`src/rtl/key_debouncer.sv`:
```
// Key debouncer: synchronises active-low raw keys and filters contact bounce
// with an independent counter FSM per key. Emits a debounced level plus
// single-cycle press/release pulses.
module key_debouncer #(
  parameter int unsigned W               = 4,
  parameter int unsigned DEBOUNCE_CYCLES = 50000,
  parameter int unsigned CNT_W           = 16
) (
  input  logic         clk,
  input  logic         reset_n,
  input  logic [W-1:0] key,
  output logic [W-1:0] down,
  output logic [W-1:0] pressed,
  output logic [W-1:0] released
);

  typedef enum logic [1:0] {
    StReleased,
    StPressWait,
    StPressed,
    StReleaseWait
  } state_e;

  // Last count value of a wait state; reaching it ends the wait before overflow.
  localparam logic [CNT_W-1:0] CntLast = CNT_W'(DEBOUNCE_CYCLES - 1);

  logic [W-1:0]     r_sync1;
  logic [W-1:0]     r_sync2;
  logic [W-1:0]     w_key_s;
  state_e           r_state   [W];
  state_e           w_state_d [W];
  logic [CNT_W-1:0] r_cnt     [W];
  logic [CNT_W-1:0] w_cnt_d   [W];
  logic [W-1:0]     r_down;
  logic [W-1:0]     r_pressed;
  logic [W-1:0]     r_released;
  logic [W-1:0]     w_down_d;
  logic [W-1:0]     w_pressed_d;
  logic [W-1:0]     w_released_d;

  // Two-flop synchroniser; resets to the released (high) level.
  always_ff @(posedge clk or negedge reset_n) begin
    if (!reset_n) begin
      r_sync1 <= '1;
      r_sync2 <= '1;
    end else begin
      r_sync1 <= key;
      r_sync2 <= r_sync1;
    end
  end

  // Active-high synchronised key level.
  assign w_key_s = ~r_sync2;

  // Per-key FSM next state, counter and registered-output next values.
  always_comb begin
    w_pressed_d  = '0;
    w_released_d = '0;
    w_down_d     = '0;
    for (int i = 0; i < W; i++) begin
      w_state_d[i] = r_state[i];
      w_cnt_d[i]   = r_cnt[i];
      unique case (r_state[i])
        StReleased: begin
          if (w_key_s[i]) begin
            w_state_d[i] = StPressWait;
            w_cnt_d[i]   = '0;
          end
        end
        StPressWait: begin
          if (!w_key_s[i]) begin
            w_state_d[i] = StReleased;
          end else if (r_cnt[i] == CntLast) begin
            w_state_d[i]   = StPressed;
            w_pressed_d[i] = 1'b1;
          end else begin
            w_cnt_d[i] = r_cnt[i] + 1'b1;
          end
        end
        StPressed: begin
          if (!w_key_s[i]) begin
            w_state_d[i] = StReleaseWait;
            w_cnt_d[i]   = '0;
          end
        end
        StReleaseWait: begin
          if (w_key_s[i]) begin
            w_state_d[i] = StPressed;
          end else if (r_cnt[i] == CntLast) begin
            w_state_d[i]    = StReleased;
            w_released_d[i] = 1'b1;
          end else begin
            w_cnt_d[i] = r_cnt[i] + 1'b1;
          end
        end
        default: w_state_d[i] = StReleased;
      endcase
      w_down_d[i] = (w_state_d[i] == StPressed) || (w_state_d[i] == StReleaseWait);
    end
  end

  // State, counters and registered outputs.
  always_ff @(posedge clk or negedge reset_n) begin
    if (!reset_n) begin
      for (int i = 0; i < W; i++) begin
        r_state[i] <= StReleased;
        r_cnt[i]   <= '0;
      end
      r_down     <= '0;
      r_pressed  <= '0;
      r_released <= '0;
    end else begin
      for (int i = 0; i < W; i++) begin
        r_state[i] <= w_state_d[i];
        r_cnt[i]   <= w_cnt_d[i];
      end
      r_down     <= w_down_d;
      r_pressed  <= w_pressed_d;
      r_released <= w_released_d;
    end
  end

  assign down     = r_down;
  assign pressed  = r_pressed;
  assign released = r_released;

endmodule

```
`config.mk`:
```
export PLATFORM = sky130hd
export DESIGN_NAME = key_debouncer
export DESIGN_NICKNAME = d
export VERILOG_FILES = /design/src/rtl/key_debouncer.sv
export SDC_FILE = /design/constraint.sdc
export NUM_CORES = 1
export LEC_CHECK = 0
export CAP_MARGIN = 30
export CORE_AREA = 2 2 123 95
export CTS_CLUSTER_SIZE = 20
export DETAILED_ROUTE_END_ITERATION = 7
export DIE_AREA = 0 0 125 97
export HOLD_SLACK_MARGIN = 0.15
export PLACE_DENSITY_LB_ADDON = 0.1
export SLEW_MARGIN = 20
export SYNTH_ARGS = -nofsm -noshare
export SYNTH_HDL_FRONTEND = slang
export SYNTH_SLANG_ARGS = --single-unit
```
`constraint.sdc`:
```
create_clock -name clk -period 5.9 [get_ports clk]
set_clock_uncertainty 0.05 [all_clocks]
set_input_delay 1.18 -clock clk [delete_from_list [all_inputs] [get_ports clk]]
set_output_delay 1.18 -clock clk [all_outputs]
set_load 0.02 [all_outputs]
```
==> flow_metrics.env, run 1 <==
export IMPL_status="completed"
export IMPL_io_pins=18
export IMPL_holdCritStartpoint="r_sync1[0]"
export IMPL_antenna_cells=0
export IMPL_cts_hold_buf=0
export IMPL_critPathArrivalTime_ps=2820
export IMPL_most_common_layout_cells="84 x dfrtp_1, 44 x nand2_1, 32 x o21ai_0"
export IMPL_p_clk_frac=0.419
export IMPL_synth_edf_count=0
export IMPL_worst_pin_slew_ps=803
export IMPL_htreeDepth=3
export IMPL_yosysUniqueCellTypes=63
export IMPL_syn_inst=479
export IMPL_min_period_over_period=0.454
export IMPL_synth_area_top_cells="dfrtp_1 43%, dfstp_2 4.3%, mux2i_1 4.3%"
export IMPL_hold_depth=0
export IMPL_r2r_cells=4
export IMPL_p_int_mw=1.05
export IMPL_synth_top_area_share=0.435
export IMPL_cts_resized=0
export IMPL_antenna_found_initial=0
export IMPL_tns_ps=0
export IMPL_ys_ff_latch=92
export IMPL_max_freq_ghz=0.373
export IMPL_core_area_um2=10800
export IMPL_drtIter0Drc=279
export IMPL_nFillCells=1006
export IMPL_vdd_ir_drop_worst_mv=0.152
export IMPL_worst_setup_path_type="reg2reg"
export IMPL_dp_cells=622
export IMPL_clockRootBuffer="clkbuf_16"
export IMPL_setup_ws_ps=3220
export IMPL_post_cts_setup_buffer_count=0
export IMPL_yosys_warnings=0
export IMPL_row_count=33
export IMPL_detail_route_antenna_nets=0
export IMPL_tritoncts="done"
export IMPL_cp_end_kind="flip-flop"
export IMPL_maxSlewViolCount=0
export IMPL_cp_start_kind="flip-flop"
export IMPL_vias=3793
export IMPL_gp_congestion=0.867
export IMPL_drt_wirelength_per_cell_um=15.9
export IMPL_post_place_ws_ps=3250
export IMPL_powerDensity_nw_per_um2=257
export IMPL_die_area_um2=12100
export IMPL_layout_nets=506
export IMPL_cts_buffers_inserted=9
export IMPL_cp_max_fo=15
export IMPL_p_sw_frac=0.252
export IMPL_syn_area_um2=4840
export IMPL_grt_max_degree=74
export IMPL_avgSynthCellArea_um2=10.1
export IMPL_grt_pass1_wl_um=18100
export IMPL_setup_violations_final=0
export IMPL_p_leak_nw=2.24
export IMPL_drc_errors=0
export IMPL_seqPwrFrac=0.508
export IMPL_drtPass1Iterations=4
export IMPL_wl_um=10200
export IMPL_p_comb_frac=0.072
export IMPL_via_per_inst=5.92
export IMPL_regToRegSetupSlack_ps=3220
export IMPL_period_minus_slack_ps=2680
export IMPL_grtUsageTotal=0.179
export IMPL_drive_gt1_frac=0.0958
export IMPL_fin_cells=641
export IMPL_hold_violations=0
export IMPL_ys_seq_area_frac=0.478
export IMPL_path_clk_slew_ps=70
export IMPL_cts_sink_count=92
export IMPL_rsz0062_at_grt="false"
export IMPL_fp_dieH_um=97
export IMPL_worstReg2RegEnd="r_cnt[38]"
export IMPL_whs_endpoint="r_sync2[0]"
export IMPL_hold_path_class="reg2reg"
export IMPL_max_stage_delay_ps=740
export IMPL_synth_area_leader_cell="dfrtp_1"
export IMPL_post_dp_hpwl_um=6800
export IMPL_area_growth_pct=13.2
export IMPL_grt_overflow_total=0
export IMPL_port_buffers=17
export IMPL_switching_power_mw=0.354
export IMPL_grt_pass1_vias=3633
export IMPL_crit_required_ps=6040
export IMPL_cp_slowest_cell="nor4_4"
export IMPL_final_common_cell="dfrtp_1"
export IMPL_cap_viol_max_count=0
export IMPL_fp_dieW_um=125
export IMPL_clk_latency_ps=340
export IMPL_initial_core_util=0.447
export IMPL_synth_ff_type="dfrtp_1"
export IMPL_async_reset_ff_frac=1.00
export IMPL_syn_nets=489
export IMPL_timing_rr_start="r_cnt[43]"
export IMPL_slew_headroom=0.461
export IMPL_cts_buffer_depth=2
export IMPL_cp_cell_sequence="or4b_2 > nor4_4 > or2_2 > o311ai_0"
[power by group through the flow]
| stage | Combinational, mW | Sequential (mW) | Clock, mW |
|---|---|---|---|
| 2_1_floorplan | 0.0779 | 0.706 | 0 |
| 3_3_place_gp | 0.0974 | 0.723 | 0 |
| 3_5_place_dp | 0.100 | 0.724 | 0 |
| 4_1_cts | 0.100 | 0.713 | 0.607 |
| 5_1_grt | 0.117 | 0.722 | 0.635 |
| 6_report | 0.102 | 0.714 | 0.589 |
[synth_stat cells (9+ instances only)]
| library cell | n |
|---|---|
| a22o_1 | 9 |
| and4_1 | 10 |
| clkbuf_1 | 12 |
| dfrtp_1 | 84 |
| inv_1 | 18 |
| mux2i_1 | 21 |
| nand2_1 | 44 |
| nand3_1 | 27 |
| nand4_1 | 17 |
| nor2_1 | 22 |
| nor3_1 | 13 |
| nor4_1 | 10 |
| o21ai_0 | 32 |
| o31ai_1 | 14 |
[stage by stage]
step / total power [mW] / util / instance area (µm²) / hold slack [ps]
CTS: 1.42 / 0.502 / 5430 / 307
global route: 1.47 / 0.506 / 5470 / 308
floorplan: 0.784 / - / 4840 / 295
detailed placement: 0.824 / 0.474 / 5130 / 297
finish: 1.40 / 0.506 / 5470 / 306
global placement: 0.820 / 0.474 / 5130 / 297
[critical path: cells and delay by family, from the launching register on]
family,cells,cell delay [ps]
flip-flops,1,450
AO/OA/AOI/OAI,1,180
AND/OR/NAND/NOR,3,1850
[sequential cells by signal, indices dropped and copies added (netlist names)]
register,cells
r_cnt,64
r_state,8
down,4
pressed,4
r_sync1,4
r_sync2,4
released,4
[cell families after synthesis]
family | synth area share
DFF | 0.478
and+or+nand+nor | 0.253
adders and majority gates | 0.0103
buffers and inverters | 0.0300
muxes | 0.0512
AOI/OAI and AO/OA | 0.157
xor gates and xnor gates | 0.0199
[metal layers]
layer / part of all wire / GRT usage
met1: 0.52 / 0.269
met2: 0.43 / 0.255
met3: 0.032 / 0.0409
met4: 0.012 / 0.0556
met5: 0 / 0
[how the worst max path moves through the flow]
| stage | start | endpoint | slack [ps] | cells after the start |
|---|---|---|---|---|
| floorplan | r_cnt[58] | r_cnt[48] | 3690 | 5 |
| global placement | r_cnt[43] | r_cnt[38] | 3330 | 4 |
| detailed placement | r_cnt[43] | r_cnt[38] | 3250 | 4 |
| CTS | r_cnt[43] | r_cnt[38] | 3220 | 4 |
| global route | r_state[4] | r_cnt[38] | 3040 | 4 |
| finish | r_cnt[43] | r_cnt[38] | 3220 | 4 |
[area by class of cell]
cell class	instances	area, µm²	area share
Timing Repair Buffer	22	225	0.0412
Sequential cell	92	2310	0.422
Tap cell	140	175	0.0320
Multi-Input combinational cell	351	2380	0.435
Clock buffer	11	243	0.0444
Inverter	20	77.6	0.0142
Clock inverter	5	61.3	0.0112
Note: power is estimated with default switching activity, not from simulation.
==> inputs of run 2 (changes only) <==
==> constraint.sdc (replaced) <==
create_clock -name clk -period 2.5 [get_ports clk]
set_clock_uncertainty 0.05 [all_clocks]
set_input_delay 0.5 -clock clk [delete_from_list [all_inputs] [get_ports clk]]
set_output_delay 0.5 -clock clk [all_outputs]
set_load 0.02 [all_outputs]
==> flow_metrics.env, run 2 (synthesized netlist as in run 1, its figures left out) <==
export IMPL_layout_nets=520
export IMPL_final_common_cell="dfrtp_1"
export IMPL_cp_end_kind="flip-flop"
export IMPL_drt_wirelength_per_cell_um=16.8
export IMPL_rsz0062_at_grt="false"
export IMPL_row_count=33
export IMPL_path_clk_slew_ps=70
export IMPL_antenna_cells=0
export IMPL_cp_slowest_cell="or4_1"
export IMPL_powerDensity_nw_per_um2=604
export IMPL_drc_errors=0
export IMPL_drive_gt1_frac=0.117
export IMPL_period_minus_slack_ps=2220
export IMPL_clockRootBuffer="clkbuf_16"
export IMPL_via_per_inst=6.00
export IMPL_cts_buffer_depth=2
export IMPL_dp_cells=638
export IMPL_cts_sink_count=92
export IMPL_htreeDepth=3
export IMPL_drtPass1Iterations=4
export IMPL_setup_violations_final=0
export IMPL_wl_um=11000
export IMPL_p_leak_nw=2.30
export IMPL_top_regs="r_cnt x64, r_state x8"
export IMPL_cp_max_fo=7
export IMPL_worst_pin_slew_ps=729
export IMPL_gp_congestion=0.854
export IMPL_status="completed"
export IMPL_cp_cell_sequence="or4_1 > or4_4 > o31ai_4 > inv_4 > mux2_4"
export IMPL_max_stage_delay_ps=520
export IMPL_crit_buf_inv=1
export IMPL_grt_max_degree=60
export IMPL_maxSlewViolCount=0
export IMPL_fin_cells=655
export IMPL_crit_required_ps=2680
export IMPL_grtUsageTotal=0.186
export IMPL_vdd_ir_drop_worst_mv=0.360
export IMPL_fp_dieW_um=125
export IMPL_initial_core_util=0.447
export IMPL_grt_util_met1=0.267
export IMPL_tritoncts="done"
export IMPL_largest_register="r_cnt"
export IMPL_cap_viol_max_count=0
export IMPL_detail_route_antenna_nets=0
export IMPL_post_dp_hpwl_um=7180
export IMPL_min_period_over_period=0.888
export IMPL_die_area_um2=12100
export IMPL_slew_headroom=0.512
export IMPL_hold_violations=0
export IMPL_hold_path_class="reg2reg"
export IMPL_port_buffers=17
export IMPL_grt_pass1_wl_um=18700
export IMPL_max_freq_ghz=0.451
export IMPL_cts_buffers_inserted=9
export IMPL_grt_pass1_vias=3775
export IMPL_core_area_um2=10800
export IMPL_worst_setup_path_type="reg2reg"
export IMPL_fp_dieH_um=97
export IMPL_antenna_found_initial=0
export IMPL_cp_start_kind="flip-flop"
export IMPL_setup_ws_ps=280
export IMPL_clk_latency_ps=340
export IMPL_io_pins=18
export IMPL_grt_overflow_total=0
export IMPL_grt_use_met2=0.279
export IMPL_busiest_layer="met2"
export IMPL_drtIter0Drc=269
export IMPL_most_common_layout_cells="84 x dfrtp_1, 44 x nand2_1, 32 x o21ai_0"
export IMPL_grt_util_met3=0.0454
export IMPL_cp_top_family="simple AND/OR/NAND/NOR gates"
export IMPL_cts_resized=0
export IMPL_post_place_ws_ps=278
export IMPL_largest_reg_flops=64
export IMPL_critPathArrivalTime_ps=2400
export IMPL_vias=3932
export IMPL_area_growth_pct=15.3
export IMPL_tns_ps=0
run 2: cell count changes in the layout (fill, tap and decap cells not counted):
cell,change
buf_12,+1
clkbuf_4,-1
clkinvlp_4,+1
clkbuf_8,+1
buf_16,-1
dlygate4sd3_1,+1
clkinv_4,-2
clkbuf_1,+1
buf_4,+14
clkinv_2,-1
run 2: worst register-to-register path: stages (launching register included):
cell and delay, ps:
dfrtp_1 430, or4_1 520, or4_4 470, o31ai_4 250, inv_4 80, mux2_4 310
run 2: stage by stage:
| step | area (µm²) | util | power (mW) | hold slack (ps) |
|---|---|---|---|---|
| after floorplan | 4840 | - | 1.85 | 154 |
| after global routing | 5580 | 0.515 | 3.51 | 311 |
| final | 5580 | 0.515 | 3.37 | 306 |
| after detailed placement | 5260 | 0.486 | 1.97 | 297 |
| after global placement | 5260 | 0.486 | 1.95 | 297 |
| after CTS | 5580 | 0.515 | 3.41 | 307 |
run 2: area by class of cell:
type	count	area (µm²)
clock buffer	13	260
clock inverter	3	46.3
fill	986	5240
inverter	20	77.6
multi-input combinational	351	2380
sequential	92	2310
tap	140	175
timing repair buffer	36	325
run 2: timing repair:
item | in CTS | in global routing
hold buffers | 1 | 0
hold endpoints to repair | 31 | 0
buffers inserted | 0 | 0
run 2: power breakdown:
group	internal [mW]	switching, mW
clock network	0.834	0.591
logic	0.117	0.152
registers	1.56	0.112
run 2: path summary, 6_finish.rpt:
kind | startpoint | to | slack (ps) | cells after the start
setup reg to reg | r_cnt[58] | r_cnt[48] | 280 | 5
setup / recovery | r_cnt[58] | r_cnt[48] | 280 | 5
max in group asynchronous | reset_n | r_sync2[0] | 1070 | 3
min in group asynchronous | reset_n | r_cnt[9] | 610 | 2
hold / removal | r_sync1[1] | r_sync2[1] | 310 | 0
hold reg to reg | r_sync1[1] | r_sync2[1] | 310 | 0
run 2: metal layers:
metal / share of wire / up-vias
li1: - / 1895
met1: 0.52 / 1932
met2: 0.43 / 94
met3: 0.038 / 11
met4: 0.012 / 0
met5: 0 / -
==> inputs of run 3 (changes only) <==
--- a/config.mk
+++ b/config.mk
@@ -10,6 +10,7 @@
 export CTS_CLUSTER_SIZE = 20
 export DETAILED_ROUTE_END_ITERATION = 7
 export DIE_AREA = 0 0 125 97
+export DONT_BUFFER_PORTS = 1
 export HOLD_SLACK_MARGIN = 0.15
 export PLACE_DENSITY_LB_ADDON = 0.1
 export SLEW_MARGIN = 20
==> constraint.sdc (replaced) <==
create_clock -name clk -period 2.2 [get_ports clk]
set_clock_uncertainty 0.05 [all_clocks]
set_input_delay 0.44 -clock clk [delete_from_list [all_inputs] [get_ports clk]]
set_output_delay 0.44 -clock clk [all_outputs]
set_load 0.02 [all_outputs]
==> flow_metrics.env, run 3 (synthesized netlist as in run 1, its figures left out) <==
export IMPL_crit_required_ps=2370
export IMPL_cp_max_fo=5
export IMPL_antenna_cells=0
export IMPL_die_area_um2=12100
export IMPL_max_freq_ghz=0.465
export IMPL_drtIter0Drc=378
export IMPL_status="finished, violations left"
export IMPL_multi_input_area_um2=2380
export IMPL_p_sw_frac=0.246
export IMPL_via_per_inst=5.79
export IMPL_grt_max_degree=93
export IMPL_seqPwrFrac=0.508
export IMPL_cp_start_kind="flip-flop"
export IMPL_worst_setup_path_type="reg2reg"
export IMPL_cts_sink_count=92
export IMPL_area_growth_pct=15.5
export IMPL_wl_um=10400
export IMPL_detail_route_antenna_nets=0
export IMPL_place_area_um2=5240
export IMPL_p_clk_frac=0.417
export IMPL_vias=3834
export IMPL_drt_wirelength_per_cell_um=15.8
export IMPL_port_buffers=0
export IMPL_worstReg2RegEnd="r_cnt[48]"
export IMPL_drive_gt1_frac=0.157
export IMPL_drtPass1Iterations=4
export IMPL_tritoncts="done"
export IMPL_largest_register="r_cnt"
export IMPL_slew_headroom=0.540
export IMPL_period_minus_slack_ps=2150
export IMPL_r2r_cells=5
export IMPL_drc_errors=0
export IMPL_critPathCapture="r_cnt[48]"
export IMPL_gp_congestion=0.819
export IMPL_met1_length_um=5390
export IMPL_clockRootBuffer="clkbuf_16"
export IMPL_top_regs="r_cnt x64, r_state x8"
export IMPL_nFillCells=980
export IMPL_fp_dieW_um=125
export IMPL_clk_latency_ps=340
export IMPL_largest_reg_flops=64
export IMPL_grt_pass1_wl_um=17900
export IMPL_post_cts_setup_buffer_count=0
export IMPL_timing_rr_start="r_cnt[59]"
export IMPL_layout_nets=527
export IMPL_final_common_cell="dfrtp_1"
export IMPL_maxUsedRoutingLayer="met4"
export IMPL_cts_hold_buf=4
export IMPL_cts_buffer_depth=2
export IMPL_design_area_um2=5590
export IMPL_cap_viol_max_count=0
export IMPL_fin_cells=662
export IMPL_hold_ws_ps=-258
export IMPL_grtUsageTotal=0.179
export IMPL_p_int_mw=2.81
export IMPL_grt_overflow_total=0
export IMPL_most_common_layout_cells="84 x dfrtp_1, 44 x nand2_1, 39 x buf_4"
export IMPL_dr_wl_met3_um=435
export IMPL_p_leak_nw=2.37
export IMPL_core_area_um2=10800
export IMPL_dp_cells=642
export IMPL_vdd_ir_drop_worst_mv=0.509
export IMPL_hold_violations=92
export IMPL_switching_power_mw=0.916
export IMPL_rsz0062_at_grt="true"
export IMPL_worst_pin_slew_ps=688
export IMPL_setup_violations_final=0
export IMPL_critPathArrivalTime_ps=2320
export IMPL_regToRegSetupSlack_ps=50
export IMPL_grt_pass1_vias=3624
export IMPL_regArea_um2=2310
export IMPL_powerDensity_nw_per_um2=667
export IMPL_crit_path_start="r_cnt[59]"
export IMPL_io_pins=18
export IMPL_initial_core_util=0.447
export IMPL_row_count=33
export IMPL_maxSlewViolCount=0
export IMPL_dr_wl_met2_um=4520
export IMPL_antenna_found_initial=0
export IMPL_hold_path_class="in2async"
export IMPL_cp_end_kind="flip-flop"
export IMPL_min_period_over_period=0.978
export IMPL_utilization=0.516
export IMPL_violations="hold timing"
export IMPL_fp_dieH_um=97
export IMPL_htreeDepth=3
export IMPL_post_dp_hpwl_um=7060
export IMPL_path_clk_slew_ps=70
export IMPL_p_comb_frac=0.075
export IMPL_cts_buffers_inserted=9
[run 3: power by group through the flow]
stage / registers [mW] / logic (mW) / clock network [mW]
after floorplan: 1.89 / 0.209 / 0
after global placement: 1.92 / 0.266 / 0
after detailed placement: 1.92 / 0.273 / 0
after CTS: 1.89 / 0.281 / 1.62
after global routing: 1.91 / 0.316 / 1.68
final: 1.89 / 0.280 / 1.55
[run 3: routing by layer]
layer	vias to the layer above	global-route usage
met4	0	0.0513
met5	-	0
met3	9	0.0459
li1	1898	-
met1	1853	0.270
met2	74	0.255
[run 3: area by class of cell]
type / instances / area share
clock inverters: 3 / 0.00470
clock buffers: 13 / 0.0502
inverters: 20 / 0.0139
flip-flops and latches: 92 / 0.414
well taps: 140 / 0.0314
multi-input cells: 351 / 0.426
repair buffers: 43 / 0.0596
[run 3: how the worst min path moves through the flow]
stage | end | slack (ps) | depth (start not counted)
floorplan | down[0] | 90 | 0
global placement | r_cnt[9] | 100 | 0
detailed placement | r_cnt[7] | 100 | 0
CTS | r_cnt[6] | -270 | 0
global route | r_cnt[6] | -280 | 0
finish | r_cnt[15] | -260 | 0
[run 3: metrics by stage]
| step | power (mW) | worst slack [ps] | TNS, ps |
|---|---|---|---|
| after floorplan | 2.10 | -7.83 | -7.83 |
| after global placement | 2.19 | 98.3 | 0 |
| after detailed placement | 2.20 | 52.6 | 0 |
| after CTS | 3.79 | 45.6 | 0 |
| after global routing | 3.90 | -8.00 | -8.00 |
| final | 3.73 | 48.4 | 0 |
[run 3: worst max-delay path, stage by stage (launching register included)]
cell,delay [ps]
dfrtp_1,370
or4_1,530
or4_4,460
o31ai_4,240
inv_4,80
mux2_4,300
[run 3: repair_timing]
| action | in CTS | in global routing |
|---|---|---|
| setup endpoints to repair | 0 | 4 |
| endpoints found under the hold margin | 96 | 92 |
| resized for setup | 0 | 1 |
